==> config.mk <==
export PLATFORM = sky130hd
export DESIGN_NAME = ysyx_23060208_rd_arbiter
export DESIGN_NICKNAME = d
export VERILOG_FILES = /design/src/rtl/ysyx_23060208_rd_arbiter.sv
export SDC_FILE = /design/constraint.sdc
export NUM_CORES = 1
export LEC_CHECK = 0
export CORE_ASPECT_RATIO = 1.2
export CORE_MARGIN = 10
export CORE_UTILIZATION = 27
export CTS_CLUSTER_SIZE = 12
export DETAILED_ROUTE_END_ITERATION = 10
export HOLD_SLACK_MARGIN = 0.06
export PLACE_DENSITY_LB_ADDON = 0.25
export SETUP_SLACK_MARGIN = 0.2
export SYNTH_ARGS = -nofsm -noshare
export SYNTH_HDL_FRONTEND = slang
export SYNTH_SLANG_ARGS = --single-unit
==> constraint.sdc <==
create_clock -name clk -period 2.2 [get_ports clk]
set_clock_uncertainty 0.1 [all_clocks]
set_input_delay 0.55 -clock clk [delete_from_list [all_inputs] [get_ports clk]]
set_output_delay 0.55 -clock clk [all_outputs]
set_load 0.005 [all_outputs]
==> src/rtl/ysyx_23060208_rd_arbiter.sv <==
// Round-robin arbiter that merges the IFU and LSU read channels onto one
// AXI-lite read port. One transaction in flight; a watchdog answers SLVERR on a hung slave.
module ysyx_23060208_rd_arbiter #(
  parameter int DATA_WIDTH = 32,
  parameter int TIMEOUT    = 255,
  parameter int CNT_W      = 8
) (
  input  logic                  clk,
  input  logic                  rst,
  input  logic [DATA_WIDTH-1:0] ifu_araddr,
  input  logic                  ifu_arvalid,
  output logic                  ifu_arready,
  output logic [DATA_WIDTH-1:0] ifu_rdata,
  output logic [1:0]            ifu_rresp,
  output logic                  ifu_rvalid,
  input  logic                  ifu_rready,
  input  logic [DATA_WIDTH-1:0] lsu_araddr,
  input  logic                  lsu_arvalid,
  output logic                  lsu_arready,
  output logic [DATA_WIDTH-1:0] lsu_rdata,
  output logic [1:0]            lsu_rresp,
  output logic                  lsu_rvalid,
  input  logic                  lsu_rready,
  output logic [DATA_WIDTH-1:0] slv_araddr,
  output logic                  slv_arvalid,
  input  logic                  slv_arready,
  input  logic [DATA_WIDTH-1:0] slv_rdata,
  input  logic [1:0]            slv_rresp,
  input  logic                  slv_rvalid,
  output logic                  slv_rready
);

  typedef enum logic [2:0] {IDLE, ADDR, DATA, ERR, DRAIN} state_e;

  localparam logic             M_IFU    = 1'b0;
  localparam logic             M_LSU    = 1'b1;
  localparam logic [1:0]       RESP_ERR = 2'b10;
  // Last DATA cycle that may still wait; the next silent cycle would exceed TIMEOUT.
  localparam logic [CNT_W-1:0] CNT_LAST = CNT_W'(TIMEOUT - 1);

  state_e           state_q, state_d;
  logic             owner_q, owner_d;
  logic             last_q,  last_d;
  logic [CNT_W-1:0] cnt_q,   cnt_d;

  // Masters gathered into arrays indexed by owner (0 = IFU, 1 = LSU).
  logic [1:0][DATA_WIDTH-1:0] m_araddr;
  logic [1:0]                 m_arvalid;
  logic [1:0]                 m_rready;
  logic [1:0]                 m_arready;
  logic [1:0]                 m_rvalid;
  logic [1:0][DATA_WIDTH-1:0] m_rdata;
  logic [1:0][1:0]            m_rresp;

  assign m_araddr  = {lsu_araddr, ifu_araddr};
  assign m_arvalid = {lsu_arvalid, ifu_arvalid};
  assign m_rready  = {lsu_rready, ifu_rready};

  assign ifu_arready = m_arready[M_IFU];
  assign ifu_rvalid  = m_rvalid[M_IFU];
  assign ifu_rdata   = m_rdata[M_IFU];
  assign ifu_rresp   = m_rresp[M_IFU];
  assign lsu_arready = m_arready[M_LSU];
  assign lsu_rvalid  = m_rvalid[M_LSU];
  assign lsu_rdata   = m_rdata[M_LSU];
  assign lsu_rresp   = m_rresp[M_LSU];

  always_comb begin
    state_d = state_q;
    owner_d = owner_q;
    last_d  = last_q;
    cnt_d   = cnt_q;
    case (state_q)
      IDLE: begin
        if (|m_arvalid) begin
          // On a tie, the master that did not win last time gets the bus.
          owner_d = (&m_arvalid) ? ~last_q : m_arvalid[M_LSU];
          last_d  = owner_d;
          state_d = ADDR;
        end
      end
      ADDR: begin
        if (m_arvalid[owner_q] && slv_arready) begin
          state_d = DATA;
          cnt_d   = '0;
        end
      end
      DATA: begin
        if (slv_rvalid) begin
          if (m_rready[owner_q]) state_d = IDLE;
        end else begin
          cnt_d = cnt_q + 1'b1;
          if (cnt_q == CNT_LAST) state_d = ERR;
        end
      end
      ERR: begin
        if (m_rready[owner_q]) state_d = DRAIN;
      end
      DRAIN: begin
        if (slv_rvalid) state_d = IDLE;
      end
      default: state_d = IDLE;
    endcase
  end

  always_comb begin
    m_arready   = '0;
    m_rvalid    = '0;
    m_rdata     = '0;
    m_rresp     = '0;
    slv_araddr  = '0;
    slv_arvalid = 1'b0;
    slv_rready  = 1'b0;
    case (state_q)
      ADDR: begin
        slv_araddr         = m_araddr[owner_q];
        slv_arvalid        = m_arvalid[owner_q];
        m_arready[owner_q] = slv_arready;
      end
      DATA: begin
        m_rvalid[owner_q] = slv_rvalid;
        m_rdata[owner_q]  = slv_rdata;
        m_rresp[owner_q]  = slv_rresp;
        slv_rready        = m_rready[owner_q];
      end
      ERR: begin
        m_rvalid[owner_q] = 1'b1;
        m_rresp[owner_q]  = RESP_ERR;
      end
      // A late beat from the hung slave is swallowed here, never forwarded.
      DRAIN: slv_rready = 1'b1;
      default: ;
    endcase
  end

  always_ff @(posedge clk) begin
    if (rst) begin
      state_q <= IDLE;
      owner_q <= M_IFU;
      last_q  <= M_LSU;
      cnt_q   <= '0;
    end else begin
      state_q <= state_d;
      owner_q <= owner_d;
      last_q  <= last_d;
      cnt_q   <= cnt_d;
    end
  end

endmodule

==> out/results.txt, run 1 <==
DP Cell Count = 544
fill cell count = 401
critical path peak fanout = 8
Final Util = 0.801
total core area = 6090 sq um
Remaining Overflow, GRT = 0
DP HPWL = 8450 microns
Int Pwr = 1.79 mW
Initial Util = 0.281
pre-CTS setup slack = -0.344 ns
Pre-Repair DR Iteration Count = 4
fin. max-slew vios = 0
setup violators final = 17
Seq pwr share = 0.103
Final ANT Viol Nets = 0
total track usage = 0.214
Worst-Skew Late Latency = 0.24 ns
failing checks = setup timing
Worst EP required = 1.55 ns
Die Span X = 92.6 microns
placed cell areas = 4080 sq um
RSZ-0062 raised after global routing = yes
Cell Pwr Density = 589 nW/um^2
largest net degree at the start of global routing = 23
power share of the combinational group = 0.823
WL met2 = 6910 microns
syn avg cell area = 7.03 sq um
Worst Hold Class = flop to flop
clk buf depth = 2
vias in the first global route = 3026
cell area after layout = 4880 sq um
drt drc = 0
Least-Margin Pin Slew = 0.323 ns
top sig layer = met4
Sink Count = 13
Yosys reg bits = 13
fin crit share = 1.02
die height = 107 microns
Boundary Pins = 212
Main synth FF type = dfxtp_1
first-pass GRT wire length = 16900 microns
synth unique cells = 36
vias per inst = 4.93
final wirelength = 12600 microns
CP Launch Type = flop
total die area = 9930 sq um
PnR worst setup slack = -0.0348 ns
WL met3 = 1130 microns
area grow syn2layout = 185%
max_cap viols = 0
fin nets = 603
status = complete, but fails checks
final instance count without filler cells = 577
mapped cell area = 1710 sq um
Lkg Pwr = 2.18 nW
Post-Synthesis Cells = 243
cts bufs inserted = 3
Syn Nets = 351
critical path type = flop to output pin
Peak VDD IR = 464 uV
Placer Congestion = 0.874
max frequency = 447 MHz
minimum clock period = 2.23 ns
Worst slew margin = 0.783
post-DR wirelength/cell = 21.8 microns
CTS clk-pin slew, worst paths = 0.06 ns
critical path capture point type = output pin
overall power = 2.87 mW
clock share of power = 0.074
switching share of power = 0.375
I/O Buffers = 211
Async S/R FF share, synth = 0
Iteration-0 DRC Markers = 84
CTS tree = yes
hold_buf cts = 0
DR vias = 2842
row cnt = 31
Seq/Total Area, Yosys = 0.152
number of flops mapped to enable cells by yosys = 0
YS warnings = 0
share of post-route cells with drive strength above 1 = 0.520
met1 wire length = 4270 microns
antenna violations before repair = 1
CTS Root Cell = clkbuf_8
crit path DAT = 1.58 ns
Psw = 1.08 mW
Final Hold Fails = 0
htree depth = 1
metrics by stage:
step | setup TNS (ns) | hold WS (ns)
floorplan | 0 | 0.360
global placement | -12.00 | 0.373
detailed placement | -13.51 | 0.400
CTS | -0.0716 | 0.415
global route | -3.13 | 0.466
finish | -0.380 | 0.415
sequential cells by signal, indices dropped and copies added, names as in the netlist:
signal,flops
state_q,3
owner_q,1
last_q,1
cnt_q,8
cell usage in the layout, fill, tap and decap left out, types with 10 or more instances in the layout:
cell type,count
and2_4,61
dfxtp_1,10
nor2_1,35
mux2i_1,33
clkdlybuf4s50_1,97
clkdlybuf4s15_2,11
buf_2,33
buf_6,72
buf_4,22
nor2_2,11
path summary, 6_finish.rpt:
kind	start	to	slack (ns)	cells after the start
worst max-delay path	state_q[1]$_SDFFE_PP0P_	lsu_rdata[25]	-0.03	8
worst min-delay path	cnt_q[4]$_SDFFE_PP0P_	cnt_q[4]$_SDFFE_PP0P_	0.41	2
worst max register to register	state_q[0]$_SDFFE_PP0P_	cnt_q[7]$_SDFFE_PP0P_	0.29	8
worst min register to register	cnt_q[4]$_SDFFE_PP0P_	cnt_q[4]$_SDFFE_PP0P_	0.41	2
synthesized netlist by cell type, types with 2 or more instances:
| cell | instances | area [sq um] |
|---|---|---|
| mux2_2 | 2 | 22.5 |
| nor2b_1 | 3 | 18.8 |
| a21oi_1 | 8 | 40.0 |
| inv_1 | 2 | 7.51 |
| buf_1 | 4 | 15.0 |
| and2_1 | 67 | 419 |
| buf_2 | 4 | 20.0 |
| nand3_1 | 2 | 10.0 |
| o21ai_0 | 3 | 15.0 |
| nand2b_1 | 4 | 25.0 |
| dfxtp_1 | 13 | 260 |
| nor3_1 | 11 | 55.1 |
| clkbuf_1 | 7 | 26.3 |
| xnor2_1 | 3 | 26.3 |
| nand2_1 | 6 | 22.5 |
| mux2i_1 | 34 | 340 |
| ha_1 | 2 | 25.0 |
| nor2_1 | 49 | 184 |
| and3_1 | 2 | 12.5 |
power by group through the flow:
stage	Combinational, mW	Sequential, mW	Clock (mW)
floorplan	0.679	0.294	0
global placement	1.76	0.292	0
detailed placement	1.77	0.293	0
CTS	2.20	0.292	0.214
global route	2.52	0.300	0.225
finish	2.37	0.296	0.211
cells by family after synthesis:
| family | after synthesis | synth area share |
|---|---|---|
| AND/OR/NAND/NOR | 152 | 0.485 |
| multiplexers | 36 | 0.212 |
| AO/OA/AOI/OAI | 18 | 0.0688 |
| buffers and inverters | 18 | 0.0469 |
| flip-flops | 13 | 0.152 |
| XOR/XNOR | 4 | 0.0205 |
| adder cells (fa/ha/maj) | 2 | 0.0146 |
critical path, cell delays in order (launching register included):
cell and delay (ns):
dfxtp_2 0.33, nor2b_4 0.17, nand2b_4 0.09, nor2_4 0.15, buf_6 0.15, buf_12 0.11, buf_16 0.11, and2_4 0.14
buf_6 0.09
layer usage:
metal	vias up	track usage
met3	16	0.0796
met4	0	0.0464
met2	162	0.429
met1	1339	0.199
li1	1325	-
met5	-	0
layout make-up:
type	count	area, sq um	area share
antenna	1	2.50	0.000513
clock buffer	4	45.0	0.00924
inverter	2	7.51	0.00154
multi-input combinational	212	1670	0.342
sequential	13	267	0.0546
tap	82	103	0.0210
timing repair buffer	263	2780	0.571
repair_timing:
action / in CTS / in global routing
endpoints found under the setup margin: 112 / 108
setup buffers: 15 / 2
pin swaps: 48 / 16
resized for setup: 540 / 62
cloned: 9 / 2
Power figures use the tool's default switching activity.
==> run 2, diff against run 1 <==
--- a/config.mk
+++ b/config.mk
@@ -5,13 +5,14 @@
 export SDC_FILE = /design/constraint.sdc
 export NUM_CORES = 1
 export LEC_CHECK = 0
+export CAP_MARGIN = 20
 export CORE_ASPECT_RATIO = 1.2
 export CORE_MARGIN = 10
 export CORE_UTILIZATION = 27
 export CTS_CLUSTER_SIZE = 12
 export DETAILED_ROUTE_END_ITERATION = 10
 export HOLD_SLACK_MARGIN = 0.06
-export PLACE_DENSITY_LB_ADDON = 0.25
+export PLACE_DENSITY = 0.81
 export SETUP_SLACK_MARGIN = 0.2
 export SYNTH_ARGS = -nofsm -noshare
 export SYNTH_HDL_FRONTEND = slang
==> run 2 against run 1 <==
Compared with the run above: the run still ends with setup timing left; first-iteration DRC count is 71% higher; maximum frequency is 0.62% lower; total power is 27% higher; routed wire length is 18% higher; register-to-register slack worse by 0.09 ns; setup slack worse by 0.014 ns; critical path depth stayed put; non-clock buffer count is 11 higher; count of clock-buffer cells in the layout stayed put; global-route usage is 0.30 points lower.
==> out/results.txt, run 2 (synthesis gave the netlist of run 1 again) <==
hold_buf cts = 0
most common cell after layout, fill and taps aside = buf_6
most frequent cells in the layout = buf_6, clkdlybuf4s50_1, and2_4
Final ANT Viol Nets = 0
Worst EP required = 1.55 ns
RSZ-0062 raised after global routing = yes
CP Cell Sequence = nor2b_4, nand2b_4, nor2_4, buf_6, buf_6, clkbuf_16, and2_4, buf_6
fin nets = 614
Worst Hold Class = flop to flop
Cell Pwr Density = 665 nW/um^2
most frequent CP cell = buf_6
setup violators final = 27
pre-CTS setup slack = -0.332 ns
Lkg Pwr = 2.33 nW
Boundary Pins = 212
minimum clock period = 2.25 ns
post-DR wirelength/cell = 25.4 microns
area grow syn2layout = 222%
failing checks = setup timing
Top Registers = cnt_q x8, state_q x3
status = complete, but fails checks
fin. max-slew vios = 0
htree depth = 1
vias per inst = 5.15
Largest register FFs = 8
Peak VDD IR = 571 uV
PnR worst setup slack = -0.0487 ns
Antenna diodes = 0
CTS tree = yes
Largest stage delay, worst path = 0.33 ns
Sink Count = 13
largest net degree at the start of global routing = 17
CTS clk-pin slew, worst paths = 0.06 ns
Most flops, register = cnt_q
DR vias = 3023
max_cap viols = 0
antenna violations before repair = 0
Iteration-0 DRC Markers = 144
critical path peak fanout = 8
Final Hold Fails = 0
total die area = 9930 sq um
Initial Util = 0.281
critical path capture point type = output pin
Placer Congestion = 0.893
total core area = 6090 sq um
total track usage = 0.211
final wirelength = 14900 microns
cts bufs inserted = 3
Critical-path top delay cell = dfxtp_2
vias in the first global route = 2877
I/O Buffers = 211
die height = 107 microns
Remaining Overflow, GRT = 0
Pre-Repair DR Iteration Count = 4
worst hold slack = 0.399 ns
DP HPWL = 8530 microns
CP Launch Type = flop
row cnt = 31
max frequency = 445 MHz
CTS Root Cell = clkbuf_8
Worst-Skew Late Latency = 0.24 ns
clk buf depth = 2
crit path DAT = 1.60 ns
Worst slew margin = 0.696
fin crit share = 1.02
drt drc = 0
Die Span X = 92.6 microns
share of post-route cells with drive strength above 1 = 0.620
critical path type = flop to output pin
Least-Margin Pin Slew = 0.453 ns
first-pass GRT wire length = 16600 microns
run 2: cell count changes in the layout (fill, tap and decap cells not counted), moves of 8 or more:
| cell | before | now |
|---|---|---|
| mux2i_1 | 33 | 15 |
| nor2_2 | 11 | 3 |
| mux2i_4 | 0 | 15 |
| clkdlybuf4s15_2 | 11 | 0 |
| nor2_4 | 3 | 34 |
| buf_6 | 72 | 96 |
| buf_2 | 33 | 24 |
| nor2_1 | 35 | 12 |
run 2: layout make-up:
cell class | count | area [sq um]
clock buffer | 4 | 45.0
fill | 246 | 593
inverter | 2 | 7.51
multi-input combinational | 212 | 2090
sequential | 13 | 268
tap | 82 | 103
timing repair buffer | 274 | 2990
run 2: critical path: cells and delay by family, from the launching register on:
family,cells,cell delay [ns]
and+or+nand+nor,4,0.55
DFF,1,0.33
buffers and inverters,4,0.46
run 2: what timing repair did:
action,4_1_cts,5_1_grt
gates resized for setup,508,236
endpoints found under the setup margin,112,103
gates cloned,9,3
setup buffers,16,9
pin swaps,25,67
run 2: metrics by stage:
step | util | cells | instance area [sq um] | power (mW) | TNS, ns
floorplan | - | 243 | 1710 | 0.973 | 0
global placement | 0.675 | 546 | 4110 | 2.06 | -13.03
detailed placement | 0.675 | 546 | 4110 | 2.09 | -14.29
CTS | 0.744 | 575 | 4530 | 2.68 | -0.280
global route | 0.903 | 587 | 5500 | 3.81 | -4.44
finish | 0.903 | 587 | 5500 | 3.66 | -0.557
run 2: path summary, 6_finish.rpt:
path	from	end	slack, ns	depth (start not counted)
setup / recovery	state_q[1]$_SDFFE_PP0P_	ifu_rdata[25]	-0.05	8
hold / removal	cnt_q[4]$_SDFFE_PP0P_	cnt_q[4]$_SDFFE_PP0P_	0.40	2
setup reg to reg	state_q[1]$_SDFFE_PP0P_	cnt_q[4]$_SDFFE_PP0P_	0.20	8
hold reg to reg	cnt_q[4]$_SDFFE_PP0P_	cnt_q[4]$_SDFFE_PP0P_	0.40	2
run 2: metal layers:
metal	vias to the layer above	routed length (microns)	track usage
met5	-	0	0
met4	0	654	0.0408
met3	38	1360	0.0886
met2	197	8140	0.421
met1	1442	4760	0.194
li1	1346	-	-
run 2: where the power goes:
part	internal [mW]	total, mW	leakage (nW)	switching (mW)
registers	0.268	0.301	0.107	0.0328
clock network	0.128	0.220	0.0228	0.0924
logic	1.76	3.13	2.20	1.38
total	2.15	3.66	2.33	1.50
==> run 3, diff against run 2 <==
--- a/config.mk
+++ b/config.mk
@@ -12,7 +12,7 @@
 export CTS_CLUSTER_SIZE = 12
 export DETAILED_ROUTE_END_ITERATION = 10
 export HOLD_SLACK_MARGIN = 0.06
-export PLACE_DENSITY = 0.81
+export PLACE_DENSITY = 0.83
 export SETUP_SLACK_MARGIN = 0.2
 export SYNTH_ARGS = -nofsm -noshare
 export SYNTH_HDL_FRONTEND = slang
==> run 3 against run 2 <==
Compared with the run above: the run still ends with setup timing left; setup slack got worse by 0.033 ns; non-clock buffer count is the same; register-to-register slack better by 0.09 ns; count of clock-buffer cells in the layout did not move; total power is 20% lower.
==> out/results.txt, run 3 (synthesis gave the netlist of run 1 again) <==
critical path capture point type = output pin
total track usage = 0.210
row cnt = 31
antenna violations before repair = 0
clock share of power = 0.078
Peak VDD IR = 430 uV
Sink Count = 13
Initial Util = 0.281
Least-Margin Pin Slew = 0.404 ns
Remaining Overflow, GRT = 0
htree depth = 1
fin. max-slew vios = 0
Worst Hold Class = flop to flop
CTS tree = yes
Worst-Skew Late Latency = 0.26 ns
share of post-route cells with drive strength above 1 = 0.503
most frequent CP cell = buf_6
power share of the combinational group = 0.822
clk buf depth = 2
crit path DAT = 1.63 ns
Seq pwr share = 0.100
CTS clk-pin slew, worst paths = 0.06 ns
CP Launch Type = flop
Top Registers = cnt_q x8, state_q x3
Cell Pwr Density = 603 nW/um^2
overall power = 2.91 mW
status = complete, but fails checks
minimum clock period = 2.28 ns
final wirelength = 12000 microns
fin crit share = 1.04
Boundary Pins = 212
cts bufs inserted = 3
Pre-Repair DR Iteration Count = 4
PnR worst setup slack = -0.0820 ns
switching share of power = 0.373
worst hold slack = 0.412 ns
area grow syn2layout = 183%
Antenna diodes = 0
first-pass GRT wire length = 16600 microns
vias per inst = 4.82
failing checks = setup timing
DR vias = 2830
Lkg Pwr = 2.18 nW
critical path peak fanout = 8
I/O Buffers = 211
CP Cell Sequence = nor2b_4, nand2b_4, nor2_4, buf_6, buf_6, buf_12, buf_16, and2_4, buf_6
total core area = 6090 sq um
Worst slew margin = 0.729
post-DR wirelength/cell = 20.4 microns
fin nets = 614
Worst EP required = 1.55 ns
die height = 107 microns
max_cap viols = 0
Most flops, register = cnt_q
DP HPWL = 8250 microns
Final ANT Viol Nets = 0
fill cell count = 404
most common cell after layout, fill and taps aside = clkdlybuf4s50_1
Placer Congestion = 0.853
CTS Root Cell = clkbuf_8
RSZ-0062 raised after global routing = yes
largest net degree at the start of global routing = 25
Int Pwr = 1.83 mW
critical path type = flop to output pin
setup violators final = 42
Psw = 1.09 mW
Largest register FFs = 8
Final Hold Fails = 0
Critical-path top delay cell = dfxtp_2
vias in the first global route = 2934
total die area = 9930 sq um
Largest stage delay, worst path = 0.34 ns
max frequency = 438 MHz
Iteration-0 DRC Markers = 112
Die Span X = 92.6 microns
most frequent cells in the layout = clkdlybuf4s50_1, buf_6, and2_4
drt drc = 0
run 3: cell types whose count changed in the layout (fill, tap and decap cells not counted), sizes merged:
cell,delta
clkdlybuf4s15,+16
buf,-15
clkdlybuf4s50,+4
clkbuf,-2
dlygate4sd2,-2
dlymetal6s2s,-2
bufbuf,+1
run 3: power groups by stage:
stage / Sequential (mW) / Combinational (mW) / Clock, mW
after detailed placement: 0.293 / 1.79 / 0
after global placement: 0.291 / 1.77 / 0
after CTS: 0.294 / 2.16 / 0.221
final: 0.291 / 2.40 / 0.228
after floorplan: 0.294 / 0.679 / 0
after global routing: 0.295 / 2.55 / 0.232
run 3: area by class of cell:
class	count	area, sq um	share of cell area
inverters	2	7.51	0.00155
well taps	82	103	0.0212
repair buffers	274	2780	0.575
flip-flops and latches	13	269	0.0556
multi-input cells	212	1630	0.337
clock buffers	4	45.0	0.00931
run 3: stage by stage:
stage,cell area [sq um],std cells,util,TNS (ns),setup slack (ns)
floorplan,1710,243,-,0,0.234
global placement,4110,547,0.674,-12.24,-0.292
detailed placement,4110,547,0.674,-13.49,-0.304
CTS,4480,578,0.735,-1.19,-0.0849
global route,4840,587,0.794,-5.10,-0.135
finish,4840,587,0.794,-1.57,-0.0820
run 3: layer usage:
layer | share of wire | global-route usage | vias to the layer above
li1 | - | - | 1333
met3 | 0.11 | 0.0970 | 9
met4 | 0.011 | 0.0364 | 0
met5 | 0 | 0 | -
met1 | 0.35 | 0.202 | 1326
met2 | 0.53 | 0.404 | 162
run 3: worst paths after layout:
| path | startpoint | end | slack, ns | depth (start not counted) |
|---|---|---|---|---|
| max | state_q[1]$_SDFFE_PP0P_ | lsu_rdata[31] | -0.08 | 9 |
| min | cnt_q[4]$_SDFFE_PP0P_ | cnt_q[4]$_SDFFE_PP0P_ | 0.41 | 2 |
| max reg2reg | state_q[2]$_SDFFE_PP0P_ | cnt_q[4]$_SDFFE_PP0P_ | 0.29 | 7 |
| min reg2reg | cnt_q[4]$_SDFFE_PP0P_ | cnt_q[4]$_SDFFE_PP0P_ | 0.41 | 2 |
run 3: critical path, delay by kind of cell, from the launching register on:
family,cells,cell delay [ns]
buffers and inverters,5,0.51
DFF,1,0.34
and+or+nand+nor,4,0.51
run 3: repair_timing:
item	CTS	global route
gates resized for setup	484	91
setup buffers	19	8
cloned	8	1
pin swaps	33	33
setup endpoints to repair	112	109
hold endpoints to repair	0	0
hold buffers	0	0
